**src/rtl/id_ex_reg_pkg.sv**
```systemverilog
// Shared definitions for the ID/EX stage: control-word bit positions,
// ALU operation encodings and the bubble (NOP) control word.
package id_ex_reg_pkg;

    // Bit positions inside the 8-bit control word {RegWrite .. Jump, 1'b0}.
    localparam int CTRL_REGWRITE = 7;
    localparam int CTRL_MEMREAD  = 6;
    localparam int CTRL_MEMWRITE = 5;
    localparam int CTRL_MEMTOREG = 4;
    localparam int CTRL_ALUSRC   = 3;
    localparam int CTRL_BRANCH   = 2;
    localparam int CTRL_JUMP     = 1;

    // All-zero control has no architectural side effect downstream.
    localparam logic [7:0] CTRL_NOP = 8'h00;

    typedef enum logic [3:0] {
        ALU_ADD    = 4'h0,
        ALU_SUB    = 4'h1,
        ALU_SLL    = 4'h2,
        ALU_SLT    = 4'h3,
        ALU_SLTU   = 4'h4,
        ALU_XOR    = 4'h5,
        ALU_SRL    = 4'h6,
        ALU_SRA    = 4'h7,
        ALU_OR     = 4'h8,
        ALU_AND    = 4'h9,
        ALU_PASS_B = 4'hA
    } alu_op_e;

    function automatic logic is_load(input logic [7:0] ctrl);
        return ctrl[CTRL_MEMREAD];
    endfunction

endpackage

```
**src/rtl/id_ex_reg_if.sv**
```systemverilog
// Bundle between the decode stage and the ID/EX register: decoded ID fields
// and redirect in, stall request and latched EX fields out.
interface id_ex_reg_if #(
    parameter int XLEN  = 32,
    parameter int CNT_W = 32
);
    logic             id_valid;
    logic [XLEN-1:0]  id_pc;
    logic [4:0]       id_rs1Addr;
    logic [4:0]       id_rs2Addr;
    logic             id_useRs1;
    logic             id_useRs2;
    logic [4:0]       id_rdAddr;
    logic [XLEN-1:0]  id_rs1Data;
    logic [XLEN-1:0]  id_rs2Data;
    logic [XLEN-1:0]  id_imm;
    logic [7:0]       id_ctrl;
    logic [3:0]       id_aluOp;
    logic             flush;

    logic             stall;
    logic             ex_valid;
    logic [XLEN-1:0]  ex_pc;
    logic [XLEN-1:0]  ex_rs1Data;
    logic [XLEN-1:0]  ex_rs2Data;
    logic [XLEN-1:0]  ex_imm;
    logic [4:0]       ex_rs1Addr;
    logic [4:0]       ex_rs2Addr;
    logic [4:0]       ex_rdAddr;
    logic [7:0]       ex_ctrl;
    logic [3:0]       ex_aluOp;
    logic [CNT_W-1:0] bubbleCount;

    modport master (
        output id_valid, id_pc, id_rs1Addr, id_rs2Addr, id_useRs1, id_useRs2,
               id_rdAddr, id_rs1Data, id_rs2Data, id_imm, id_ctrl, id_aluOp, flush,
        input  stall, ex_valid, ex_pc, ex_rs1Data, ex_rs2Data, ex_imm,
               ex_rs1Addr, ex_rs2Addr, ex_rdAddr, ex_ctrl, ex_aluOp, bubbleCount
    );

    modport slave (
        input  id_valid, id_pc, id_rs1Addr, id_rs2Addr, id_useRs1, id_useRs2,
               id_rdAddr, id_rs1Data, id_rs2Data, id_imm, id_ctrl, id_aluOp, flush,
        output stall, ex_valid, ex_pc, ex_rs1Data, ex_rs2Data, ex_imm,
               ex_rs1Addr, ex_rs2Addr, ex_rdAddr, ex_ctrl, ex_aluOp, bubbleCount
    );
endinterface

```
**src/rtl/id_ex_reg_hazard_detect.sv**
```systemverilog
// Load-use detector: EX holds a load whose non-x0 destination is a source
// that the ID instruction actually reads. Purely combinational.
module id_ex_reg_hazard_detect (
    input  logic       ex_valid_i,
    input  logic       ex_mem_read_i,
    input  logic [4:0] ex_rd_addr_i,
    input  logic       id_valid_i,
    input  logic       id_use_rs1_i,
    input  logic [4:0] id_rs1_addr_i,
    input  logic       id_use_rs2_i,
    input  logic [4:0] id_rs2_addr_i,
    output logic       hazard_o
);
    logic ex_is_load;
    logic rs1_dep;
    logic rs2_dep;

    assign ex_is_load = ex_valid_i & ex_mem_read_i & (ex_rd_addr_i != 5'd0);
    assign rs1_dep    = id_use_rs1_i & (ex_rd_addr_i == id_rs1_addr_i);
    assign rs2_dep    = id_use_rs2_i & (ex_rd_addr_i == id_rs2_addr_i);

    // Both sources hitting the same load still yields a single hazard.
    assign hazard_o   = ex_is_load & id_valid_i & (rs1_dep | rs2_dep);
endmodule

```
**src/rtl/id_ex_reg.sv**
```systemverilog
// ID/EX pipeline register with load-use bubble insertion, redirect flush
// and a saturating count of inserted load-use bubbles.
module id_ex_reg
    import id_ex_reg_pkg::*;
#(
    parameter int XLEN  = 32,
    parameter int CNT_W = 32
) (
    input  logic        clk,
    input  logic        rst,
    id_ex_reg_if.slave  bus
);
    logic             ex_valid_q, ex_valid_d;
    logic [XLEN-1:0]  ex_pc_q, ex_pc_d;
    logic [XLEN-1:0]  ex_rs1_data_q, ex_rs1_data_d;
    logic [XLEN-1:0]  ex_rs2_data_q, ex_rs2_data_d;
    logic [XLEN-1:0]  ex_imm_q, ex_imm_d;
    logic [4:0]       ex_rs1_addr_q, ex_rs1_addr_d;
    logic [4:0]       ex_rs2_addr_q, ex_rs2_addr_d;
    logic [4:0]       ex_rd_addr_q, ex_rd_addr_d;
    logic [7:0]       ex_ctrl_q, ex_ctrl_d;
    logic [3:0]       ex_alu_op_q, ex_alu_op_d;
    logic [CNT_W-1:0] bubble_cnt_q, bubble_cnt_d;
    logic             hazard;

    id_ex_reg_hazard_detect u_hazard (
        .ex_valid_i    (ex_valid_q),
        .ex_mem_read_i (is_load(ex_ctrl_q)),
        .ex_rd_addr_i  (ex_rd_addr_q),
        .id_valid_i    (bus.id_valid),
        .id_use_rs1_i  (bus.id_useRs1),
        .id_rs1_addr_i (bus.id_rs1Addr),
        .id_use_rs2_i  (bus.id_useRs2),
        .id_rs2_addr_i (bus.id_rs2Addr),
        .hazard_o      (hazard)
    );

    // A redirect kills the ID instruction, so it must not also hold the front end.
    assign bus.stall = hazard & ~bus.flush;

    always_comb begin
        ex_valid_d    = 1'b0;
        ex_pc_d       = '0;
        ex_rs1_data_d = '0;
        ex_rs2_data_d = '0;
        ex_imm_d      = '0;
        ex_rs1_addr_d = '0;
        ex_rs2_addr_d = '0;
        ex_rd_addr_d  = '0;
        ex_ctrl_d     = CTRL_NOP;
        ex_alu_op_d   = ALU_ADD;
        bubble_cnt_d  = bubble_cnt_q;

        if (bus.flush) begin
            // bubble, count untouched
        end else if (hazard) begin
            if (bubble_cnt_q != {CNT_W{1'b1}}) begin
                bubble_cnt_d = bubble_cnt_q + CNT_W'(1);
            end
        end else begin
            ex_valid_d    = bus.id_valid;
            ex_pc_d       = bus.id_pc;
            ex_rs1_data_d = bus.id_rs1Data;
            ex_rs2_data_d = bus.id_rs2Data;
            ex_imm_d      = bus.id_imm;
            ex_rs1_addr_d = bus.id_rs1Addr;
            ex_rs2_addr_d = bus.id_rs2Addr;
            ex_rd_addr_d  = bus.id_rdAddr;
            ex_ctrl_d     = bus.id_valid ? bus.id_ctrl : CTRL_NOP;
            ex_alu_op_d   = bus.id_aluOp;
        end
    end

    always_ff @(posedge clk) begin
        if (rst) begin
            ex_valid_q    <= 1'b0;
            ex_pc_q       <= '0;
            ex_rs1_data_q <= '0;
            ex_rs2_data_q <= '0;
            ex_imm_q      <= '0;
            ex_rs1_addr_q <= '0;
            ex_rs2_addr_q <= '0;
            ex_rd_addr_q  <= '0;
            ex_ctrl_q     <= CTRL_NOP;
            ex_alu_op_q   <= '0;
            bubble_cnt_q  <= '0;
        end else begin
            ex_valid_q    <= ex_valid_d;
            ex_pc_q       <= ex_pc_d;
            ex_rs1_data_q <= ex_rs1_data_d;
            ex_rs2_data_q <= ex_rs2_data_d;
            ex_imm_q      <= ex_imm_d;
            ex_rs1_addr_q <= ex_rs1_addr_d;
            ex_rs2_addr_q <= ex_rs2_addr_d;
            ex_rd_addr_q  <= ex_rd_addr_d;
            ex_ctrl_q     <= ex_ctrl_d;
            ex_alu_op_q   <= ex_alu_op_d;
            bubble_cnt_q  <= bubble_cnt_d;
        end
    end

    assign bus.ex_valid    = ex_valid_q;
    assign bus.ex_pc       = ex_pc_q;
    assign bus.ex_rs1Data  = ex_rs1_data_q;
    assign bus.ex_rs2Data  = ex_rs2_data_q;
    assign bus.ex_imm      = ex_imm_q;
    assign bus.ex_rs1Addr  = ex_rs1_addr_q;
    assign bus.ex_rs2Addr  = ex_rs2_addr_q;
    assign bus.ex_rdAddr   = ex_rd_addr_q;
    assign bus.ex_ctrl     = ex_ctrl_q;
    assign bus.ex_aluOp    = ex_alu_op_q;
    assign bus.bubbleCount = bubble_cnt_q;
endmodule

```
**src/flat_wrapper.sv**
```systemverilog
// flat-port wrapper written by rule: the top's interface ports become plain ports
module id_ex_reg_flat import id_ex_reg_pkg::*;
#(
    parameter int XLEN  = 32,
    parameter int CNT_W = 32
)
  (clk, rst, bus_id_valid, bus_id_pc, bus_id_rs1Addr, bus_id_rs2Addr, bus_id_useRs1, bus_id_useRs2, bus_id_rdAddr, bus_id_rs1Data, bus_id_rs2Data, bus_id_imm, bus_id_ctrl, bus_id_aluOp, bus_flush, bus_stall, bus_ex_valid, bus_ex_pc, bus_ex_rs1Data, bus_ex_rs2Data, bus_ex_imm, bus_ex_rs1Addr, bus_ex_rs2Addr, bus_ex_rdAddr, bus_ex_ctrl, bus_ex_aluOp, bus_bubbleCount);
  id_ex_reg_if #(.XLEN(XLEN), .CNT_W(CNT_W)) bus_i ();
  input  logic clk;
  input  logic rst;
  input wire logic [$bits(bus_i.id_valid)-1:0] bus_id_valid;
  input wire logic [$bits(bus_i.id_pc)-1:0] bus_id_pc;
  input wire logic [$bits(bus_i.id_rs1Addr)-1:0] bus_id_rs1Addr;
  input wire logic [$bits(bus_i.id_rs2Addr)-1:0] bus_id_rs2Addr;
  input wire logic [$bits(bus_i.id_useRs1)-1:0] bus_id_useRs1;
  input wire logic [$bits(bus_i.id_useRs2)-1:0] bus_id_useRs2;
  input wire logic [$bits(bus_i.id_rdAddr)-1:0] bus_id_rdAddr;
  input wire logic [$bits(bus_i.id_rs1Data)-1:0] bus_id_rs1Data;
  input wire logic [$bits(bus_i.id_rs2Data)-1:0] bus_id_rs2Data;
  input wire logic [$bits(bus_i.id_imm)-1:0] bus_id_imm;
  input wire logic [$bits(bus_i.id_ctrl)-1:0] bus_id_ctrl;
  input wire logic [$bits(bus_i.id_aluOp)-1:0] bus_id_aluOp;
  input wire logic [$bits(bus_i.flush)-1:0] bus_flush;
  output wire logic [$bits(bus_i.stall)-1:0] bus_stall;
  output wire logic [$bits(bus_i.ex_valid)-1:0] bus_ex_valid;
  output wire logic [$bits(bus_i.ex_pc)-1:0] bus_ex_pc;
  output wire logic [$bits(bus_i.ex_rs1Data)-1:0] bus_ex_rs1Data;
  output wire logic [$bits(bus_i.ex_rs2Data)-1:0] bus_ex_rs2Data;
  output wire logic [$bits(bus_i.ex_imm)-1:0] bus_ex_imm;
  output wire logic [$bits(bus_i.ex_rs1Addr)-1:0] bus_ex_rs1Addr;
  output wire logic [$bits(bus_i.ex_rs2Addr)-1:0] bus_ex_rs2Addr;
  output wire logic [$bits(bus_i.ex_rdAddr)-1:0] bus_ex_rdAddr;
  output wire logic [$bits(bus_i.ex_ctrl)-1:0] bus_ex_ctrl;
  output wire logic [$bits(bus_i.ex_aluOp)-1:0] bus_ex_aluOp;
  output wire logic [$bits(bus_i.bubbleCount)-1:0] bus_bubbleCount;
  assign bus_i.id_valid = bus_id_valid;
  assign bus_i.id_pc = bus_id_pc;
  assign bus_i.id_rs1Addr = bus_id_rs1Addr;
  assign bus_i.id_rs2Addr = bus_id_rs2Addr;
  assign bus_i.id_useRs1 = bus_id_useRs1;
  assign bus_i.id_useRs2 = bus_id_useRs2;
  assign bus_i.id_rdAddr = bus_id_rdAddr;
  assign bus_i.id_rs1Data = bus_id_rs1Data;
  assign bus_i.id_rs2Data = bus_id_rs2Data;
  assign bus_i.id_imm = bus_id_imm;
  assign bus_i.id_ctrl = bus_id_ctrl;
  assign bus_i.id_aluOp = bus_id_aluOp;
  assign bus_i.flush = bus_flush;
  assign bus_stall = bus_i.stall;
  assign bus_ex_valid = bus_i.ex_valid;
  assign bus_ex_pc = bus_i.ex_pc;
  assign bus_ex_rs1Data = bus_i.ex_rs1Data;
  assign bus_ex_rs2Data = bus_i.ex_rs2Data;
  assign bus_ex_imm = bus_i.ex_imm;
  assign bus_ex_rs1Addr = bus_i.ex_rs1Addr;
  assign bus_ex_rs2Addr = bus_i.ex_rs2Addr;
  assign bus_ex_rdAddr = bus_i.ex_rdAddr;
  assign bus_ex_ctrl = bus_i.ex_ctrl;
  assign bus_ex_aluOp = bus_i.ex_aluOp;
  assign bus_bubbleCount = bus_i.bubbleCount;
  id_ex_reg #(.XLEN(XLEN), .CNT_W(CNT_W)) u_core (.clk(clk), .rst(rst), .bus(bus_i));
endmodule
```
**config.mk**
```make
export PLATFORM = sky130hd
export DESIGN_NAME = id_ex_reg_flat
export DESIGN_NICKNAME = d
export VERILOG_FILES = /design/src/rtl/id_ex_reg_pkg.sv /design/src/rtl/id_ex_reg_if.sv /design/src/rtl/id_ex_reg_hazard_detect.sv /design/src/rtl/id_ex_reg.sv /design/src/flat_wrapper.sv
export SDC_FILE = /design/constraint.sdc
export NUM_CORES = 1
export LEC_CHECK = 0
export ABC_AREA = 1
export CAP_MARGIN = 20
export CORE_AREA = 2 2 137 139
export DETAILED_ROUTE_END_ITERATION = 10
export DIE_AREA = 0 0 139 141
export PLACE_DENSITY = 0.74
export SYNTH_ARGS = -nofsm -noshare
export SYNTH_HDL_FRONTEND = slang
export SYNTH_SLANG_ARGS = --single-unit
```
**constraint.sdc**
```tcl
create_clock -name clk -period 3.42 [get_ports clk]
set_input_delay 0.342 -clock clk [delete_from_list [all_inputs] [get_ports clk]]
set_output_delay 0.342 -clock clk [all_outputs]
set_load 0.005 [all_outputs]
```
[Word level (Yosys, flattened, before mapping)]
Index checks and enable logic that the tools add are counted.
Storage, ports and cells
  register bits: 188
  bits of input ports: 161
  output and inout port bits: 189
  logic and storage cells: 29
Cells by class
  $add $sub $neg: 1
  equality and inequality tests: 3
  bitwise operators: 10
  reduce and logical (&&, ||, !) cells: 4
Operators with widths (count)
  adder 32 x 1 -> 32 bit (second input constant): 1
  != test 32 bit (second input constant): 1
  == test 5 bit: 2
  AND 1 bit: 7
  nonzero test 5 bit: 1
  OR reduction 4 bit: 1
  AND reduction 3 bit: 1
  OR reduction 3 bit: 1
  inverter 1 bit: 2
  OR 1 bit: 1

[Logic depth before layout (Yosys ltp)]
Gate-level depths: netlist (run 1).
  depth after elaboration: 5
  mapped depth: 11

[By module]
Synthesis (run 1) repeated with hierarchy kept, for this count alone.
Unflattened totals
  cell total of the unflattened synthesis: 865
  area, all modules: 6572.6 um^2
By module, submodules not included
  id_ex_reg: times used 1, cells an instance 813, area an instance 6359.8 um^2
  id_ex_reg_hazard_detect: times used 1, cells an instance 52, area an instance 212.7 um^2

[Worst setup path before layout (run 1)]
Ideal clock, no wire load.
  kind: register -> register
  start: register u_core.bubble_cnt_q[0], in the netlist u_core.bus.bubbleCount[0]
  end: register u_core.bubble_cnt_q[0], in the netlist u_core.bus.bubbleCount[0]
  setup time: 0.070 ns
  arrival: 1.641 ns
  required time: 3.350 ns
  setup slack: 1.708 ns
  cell stages (with the launch flop): 11
  clock period less this slack: 1.712 ns
  cells stage by stage: dfxtp_1 ha_1 inv_2 nor2_4 nand2_2 nor2_4 a21oi_2 nand3_2 buf_6 nand2_1 a21oi_1
Between the ends
  longest elaborated chain between the ends: 2
RTL lines
  start: declaration: line id_ex_reg.sv:23  | logic [CNT_W-1:0] bubble_cnt_q, bubble_cnt_d;
  start signal: assignment: line id_ex_reg.sv:98  | bubble_cnt_q <= bubble_cnt_d;
  parallel branches: the longest is 2 deep, another holds adder 32 x 1 -> 32 bit
Several ways; the timed one is not identified.
A chain may end at the register's enable or synchronous reset.

[Worst setup path in the final report (run 1)]
  start: register u_core.ex_rd_addr_q[4], in the netlist u_core.bus.ex_rdAddr[4]
  end: output port bus_stall
Between the ends
  longest elaborated chain between the ends: 5
RTL lines
  start: declaration: line id_ex_reg.sv:20  | logic [4:0] ex_rd_addr_q, ex_rd_addr_d;
  start signal: assignment: line id_ex_reg.sv:95  | ex_rd_addr_q <= ex_rd_addr_d;
  == test 5 bit (tied with other cells): line id_ex_reg_hazard_detect.sv:19  | assign rs1_dep = id_use_rs1_i & (ex_rd_addr_i == id_rs1_addr_i);
  AND 1 bit, on equally long branches: line id_ex_reg_hazard_detect.sv:19, id_ex_reg_hazard_detect.sv:18, id_ex_reg_hazard_detect.sv:20
  OR 1 bit / AND 1 bit (equally long branches): line id_ex_reg_hazard_detect.sv:23  | assign hazard_o = ex_is_load & id_valid_i & (rs1_dep | rs2_dep);
  AND 1 bit *: line id_ex_reg_hazard_detect.sv:23
  AND 1 bit *: line id_ex_reg.sv:39  | assign bus.stall = hazard & ~bus.flush;
  end: declaration: line flat_wrapper.sv:24  | output wire logic [$bits(bus_i.stall)-1:0] bus_stall;
Mark *: on every way between the ends. The rest lies on a longest branch, timed or not.

==> results of run 1 <==
path summary, 6_finish.rpt:
path,slack [ns],cells past startpoint,to,from
setup / recovery,0.83,9,bus_stall,u_core.bus.ex_rdAddr[4]
hold / removal,0.42,3,u_core.bus.ex_pc[19],bus_id_pc[19]
setup reg to reg,0.85,10,u_core.bus.bubbleCount[15],u_core.bus.bubbleCount[0]
hold reg to reg,0.53,2,u_core.bus.bubbleCount[4],u_core.bus.bubbleCount[4]
power by group through the flow:
| stage | registers, uW | clock network, uW | logic (uW) |
|---|---|---|---|
| after floorplan | 2340 | 0 | 111 |
| after global placement | 2330 | 0 | 478 |
| after detailed placement | 2330 | 0 | 481 |
| after CTS | 2280 | 2010 | 486 |
| after global routing | 2290 | 2100 | 521 |
| final | 2280 | 1960 | 480 |
cells in the final DEF, fill, tap and decap left out, drive strengths merged:
master,instances
clkbuf,18
xor2,11
buf,7
ha,1
dfxtp,188
nand3,40
nand4,5
diode,2
clkinvlp,1
inv,186
clkdlybuf4s50,349
clkinv,5
nor2,220
a21oi,33
nand3b,15
nand2,162
xnor2,5
per-stage QoR:
stage	cells	utilization [%]	area, um2	hold slack (ns)	setup WS (ns)
finish	1482	60.3	11000	0.421	0.827
global route	1482	60.3	11000	0.412	0.642
CTS	1480	60.3	11000	0.400	0.798
detailed placement	1448	57.0	10400	0.522	0.889
global placement	1448	57.0	10400	0.511	0.918
floorplan	887	-	6730	0.411	1.71
area by class of cell:
class,count,share of cell area [%]
Clock buffer,18,3.99
Inverter,178,6.07
Tap cell,234,2.66
Multi-Input combinational cell,492,19.4
Sequential cell,188,34.2
Antenna cell,2,0.0454
Timing Repair Buffer,356,32.3
Clock inverter,14,1.34
layer usage:
layer	vias to the layer above	wire length (um)	track usage (%)
met1	2871	8010	22.1
met2	234	10800	37.4
met5	-	0	0
li1	3284	-	-
met3	32	1920	8.49
met4	0	484	8.93
worst max-delay path: stages (launching register included):
cell	delay, ns
dfxtp_1	0.44
inv_2	0.09
nand2_1	0.06
nand2_1	0.05
nor2_1	0.18
nand3_1	0.13
a21oi_2	0.18
inv_2	0.08
nor2_1	0.08
clkdlybuf4s50_1	0.54
sequential cells by signal, indices dropped and copies added, names as in the netlist:
register and flops:
u_core.bus.bubbleCount 32, u_core.bus.ex_imm 32, u_core.bus.ex_pc 32, u_core.bus.ex_rs1Data 32, u_core.bus.ex_rs2Data 32, u_core.bus.ex_ctrl 8
u_core.bus.ex_rdAddr 5, u_core.bus.ex_rs1Addr 5, u_core.bus.ex_rs2Addr 5, u_core.bus.ex_aluOp 4, u_core.bus.ex_valid 1
kinds of logic after synthesis:
logic type | after synthesis | synth area share, %
fa+ha+maj | 1 | 0.186
buf+inv | 207 | 12.5
simple gates | 442 | 26.8
compound gates | 33 | 2.56
flops | 188 | 55.9
xor+xnor | 16 | 2.08
==> flow_summary.toml, run 1 <==
[min_path]
hold_path.class = "in2reg"

[synthesis]
synth.avg_cell_area_um2 = 7.59
synth_top_cell_by_area = "dfxtp_1"
syn-num-nets = 1049
synthArstFlopShare_pct = 0
synth_area_leaders = "dfxtp_1, nor2_1, inv_1"
syn_area_mm2 = 0.00673
yosysTopAreaCellShare_pct = 55.9
ys_warn_count = 0
ys_seq_elements = 188
synth_most_common_cell = "nor2_1"
synth_commonest_cells = "nor2_1, dfxtp_1, inv_1"
ys.flop_type = "dfxtp_1"
netlist-cell-type-count = 20
synth_seq_area_share_pct = 55.9
synth_cells = 887
synth-edff-count = 0

[global_routing]
grt.total_usage_pct = 21.0
grt_pass1_wl_um = 32100
antenna_found_initial = 2
grt_pass1_vias = 6198
grt_max_degree = 58
grt_overflow_total = 0

[clock_tree]
cts_buffer_depth = 2
hold_buffers = 0
cts-buffers-inserted = 17
cts.reportedPaths.clkPinSlew_ns = 0.08
htreeDepth = 4
root_buffer = "clkbuf_16"
cts_resized = 0
cts_tree = "done"
worst_skew_pair.late_latency_ns = 0.43
post_cts_buffers = 0
cts_num_sinks = 188

[die]
core_mm2 = 0.0183
die_height_um = 141
core.rowCount = 50
dieArea_mm2 = 0.0196
start_util_pct = 36.9
ios = 350
die_w_um = 139

[finish]
nNetsFinal = 1395
n_fill_cell = 1628
multi_input_area_mm2 = 0.00214
syn_to_final_growth_pct = 63.6
final-seq-area_mm2 = 0.00376
drive_gt1_share_pct = 4.25

[timing]
tightestPinTransition_ns = 0.682
setup_viol = 0
finalMaxSlewViolations = 0
setup_tns_ns = 0
fin_worst_skew_ns = 0.0133
fmax_ghz = 0.386
finalHoldViolCount = 0
period_minus_slack_ns = 2.59
slew_headroom_pct = 54.5
rsz0062_at_grt = "false"
timing.final.crit_share_pct = 75.8

[pwr]
power_frac_seq_pct = 48.3
sw_frac_of_total_pct = 24.4
power_switching_uw = 1150
total_leakage_power_uw = 0.00489
power_uw = 4720
ir_worst_vdd_v = 0.000331
powerDensity_mw_per_mm2 = 428
clkPwrFrac_pct = 41.5
pwr-share-comb_pct = 10.2
internal-power_uw = 3570

[routing]
vias = 6421
viasPerCell = 4.33
drc = 0
drt_wl_total_um = 21200
first_pass_iters = 5
drt_iter0_drc = 328
ant_nets = 0
wire_per_inst_um = 14.3

[setup_path]
setup.worst_path.end_class = "output pin"
crit_path_start_kind = "flop"
crit_fanout = 4
cp.required_ns = 3.08
arrival_ns = 2.25
path_class = "reg2out"

[placed_design]
io_buffer_count = 349
dp_hpwl_um = 16300
routabilityCongestion = 0.859

[flow_run]
maxCapViolCount = 0

[status]
status = "complete, no violations"
Power figures use the tool's default switching activity.
==> inputs of run 2 (changes only) <==
- clock period: 3.42 -> 2.7 ns (I/O delays scaled with it)
==> flow_summary.toml, run 2 (synthesis gave the netlist of run 1 again) <==
[setup_path]
cp.required_ns = 2.43
worst-path-buf-inv = 3
cp_top_family = "buffers and inverters"
worstReg2RegEnd = "u_core.bus.bubbleCount[11]"
reg2reg_depth = 9
r2r_start = "u_core.bus.bubbleCount[1]"
crit_path_max_incr_delay_ns = 0.50
crit_path_start_kind = "flop"
path_cells = "inv_2 > nand2_1 > nand2_1 > nor2_1 > nand3_1 > a21oi_2 > inv_2 > nor2_1 > clkdlybuf4s50_1"
rrSetupSlack_ns = 0.55
path_class = "reg2out"
crit_fanout = 4
slowest_stage = "clkdlybuf4s50_1"
setup.worst_path.end_class = "output pin"
arrival_ns = 2.26

[global_routing]
grt.total_usage_pct = 21.1
grt_pass1_vias = 5979
grt_overflow_total = 0
grt_max_degree = 60
grt_pass1_wl_um = 32100
antenna_found_initial = 4

[routing]
drc = 0
drt_wl_total_um = 21000
drt_iter0_drc = 307
first_pass_iters = 4
vias = 6360
ant_nets = 0
wire_per_inst_um = 14.1
viasPerCell = 4.28

[clock_tree]
htreeDepth = 4
cts_tree = "done"
cts.reportedPaths.clkPinSlew_ns = 0.08
cts_buffer_depth = 2
root_buffer = "clkbuf_16"
cts-buffers-inserted = 17
worst_skew_pair.late_latency_ns = 0.43
post_cts_buffers = 0
cts_num_sinks = 188
cts_resized = 0
hold_buffers = 0

[die]
die_height_um = 141
ios = 350
core.rowCount = 50
core_mm2 = 0.0183
start_util_pct = 36.9
die_w_um = 139
dieArea_mm2 = 0.0196

[pwr]
ir_worst_vdd_v = 0.000496
powerDensity_mw_per_mm2 = 546
total_leakage_power_uw = 0.00490

[timing]
setup_tns_ns = 0
rsz0062_at_grt = "false"
slew_headroom_pct = 57.4
finalMaxSlewViolations = 0
fmax_ghz = 0.396
timing.final.crit_share_pct = 93.6
tightestPinTransition_ns = 0.639
setup_viol = 0
fin_worst_skew_ns = 0.0153
finalHoldViolCount = 0
period_minus_slack_ns = 2.53

[finish]
final_common_cell = "clkdlybuf4s50_1"
n_fill_cell = 1644
syn_to_final_growth_pct = 64.2
drive_gt1_share_pct = 4.33
nNetsFinal = 1396
layout_common_cells = "clkdlybuf4s50_1, nor2_1, dfxtp_1"
utilization_pct = 60.5
design_area_mm2 = 0.0111

[min_path]
hold_path.class = "in2reg"
min_path_cells = 3
hold_end = "u_core.bus.ex_rs2Data[13]"
worstHoldStart = "bus_id_rs2Data[13]"

[status]
status = "complete, no violations"

[flow_run]
maxCapViolCount = 0

[placed_design]
routabilityCongestion = 0.864
place_area_mm2 = 0.0104
dp_hpwl_um = 16300
io_buffer_count = 349
==> run 2: cell types whose count changed in the layout (fill, tap and decap cells not counted), moves of 2 or more <==
cell / change
clkinv_8: -2
clkinvlp_4: +2
diode_2: +2
inv_6: -3
==> run 2: tightest hold or removal path: cells and delay by family <==
family | cells | cell delay (ns)
buffers and inverters | 2 | 0.44
and+or+nand+nor | 1 | 0.03
==> run 2: per-layer routing <==
layer  vias to the layer above  track usage (%)  share of wire, %
met3                        35             7.98               8.6
met1                      2816             23.6                39
li1                       3284                -                 -
met4                         0             9.94               2.6
met5                         -                0                 0
met2                       225             35.7                50
==> run 2: worst max path at each step <==
stage,end,from,depth (start not counted)
final,bus_stall,u_core.bus.ex_rdAddr[4],9
after global routing,bus_stall,u_core.bus.ex_rdAddr[4],9
after CTS,bus_stall,u_core.bus.ex_rdAddr[4],9
after detailed placement,bus_stall,bus_id_rs1Addr[4],10
after global placement,bus_stall,bus_id_rs1Addr[4],10
after floorplan,u_core.bus.bubbleCount[0],u_core.bus.bubbleCount[0],10
==> run 2: per-stage QoR <==
step	cells	worst slack [ns]	power (uW)	hold WS [ns]
finish	1485	0.174	6030	0.348
floorplan	887	0.988	3100	0.339
global placement	1449	0.372	3560	0.509
global route	1485	0.0340	6250	0.336
CTS	1481	0.107	6100	0.332
detailed placement	1449	0.349	3570	0.519
==> run 2: power breakdown <==
part | leakage [uW] | switching, uW | internal [uW]
sequential | 0.00154 | 26.9 | 2860
combinational | 0.00308 | 211 | 398
clock | 0.000287 | 1170 | 1360
==> run 2: final cells by class <==
cell class / instances / area, um2 / area share, %
clock buffer: 19 / 453 / 4.10
inverter: 178 / 668 / 6.04
multi-input combinational: 492 / 2140 / 19.3
timing repair buffer: 357 / 3580 / 32.4
clock inverter: 13 / 149 / 1.35
tap: 234 / 293 / 2.65
antenna: 4 / 10.0 / 0.0906
sequential: 188 / 3760 / 34.1
==> inputs of run 3 (changes only) <==
- HOLD_SLACK_MARGIN: default -> 0.03
- SLEW_MARGIN: default -> 5
==> results of run 3 <==
No change in the layout: final DEF, timing and power equal those of run 2.
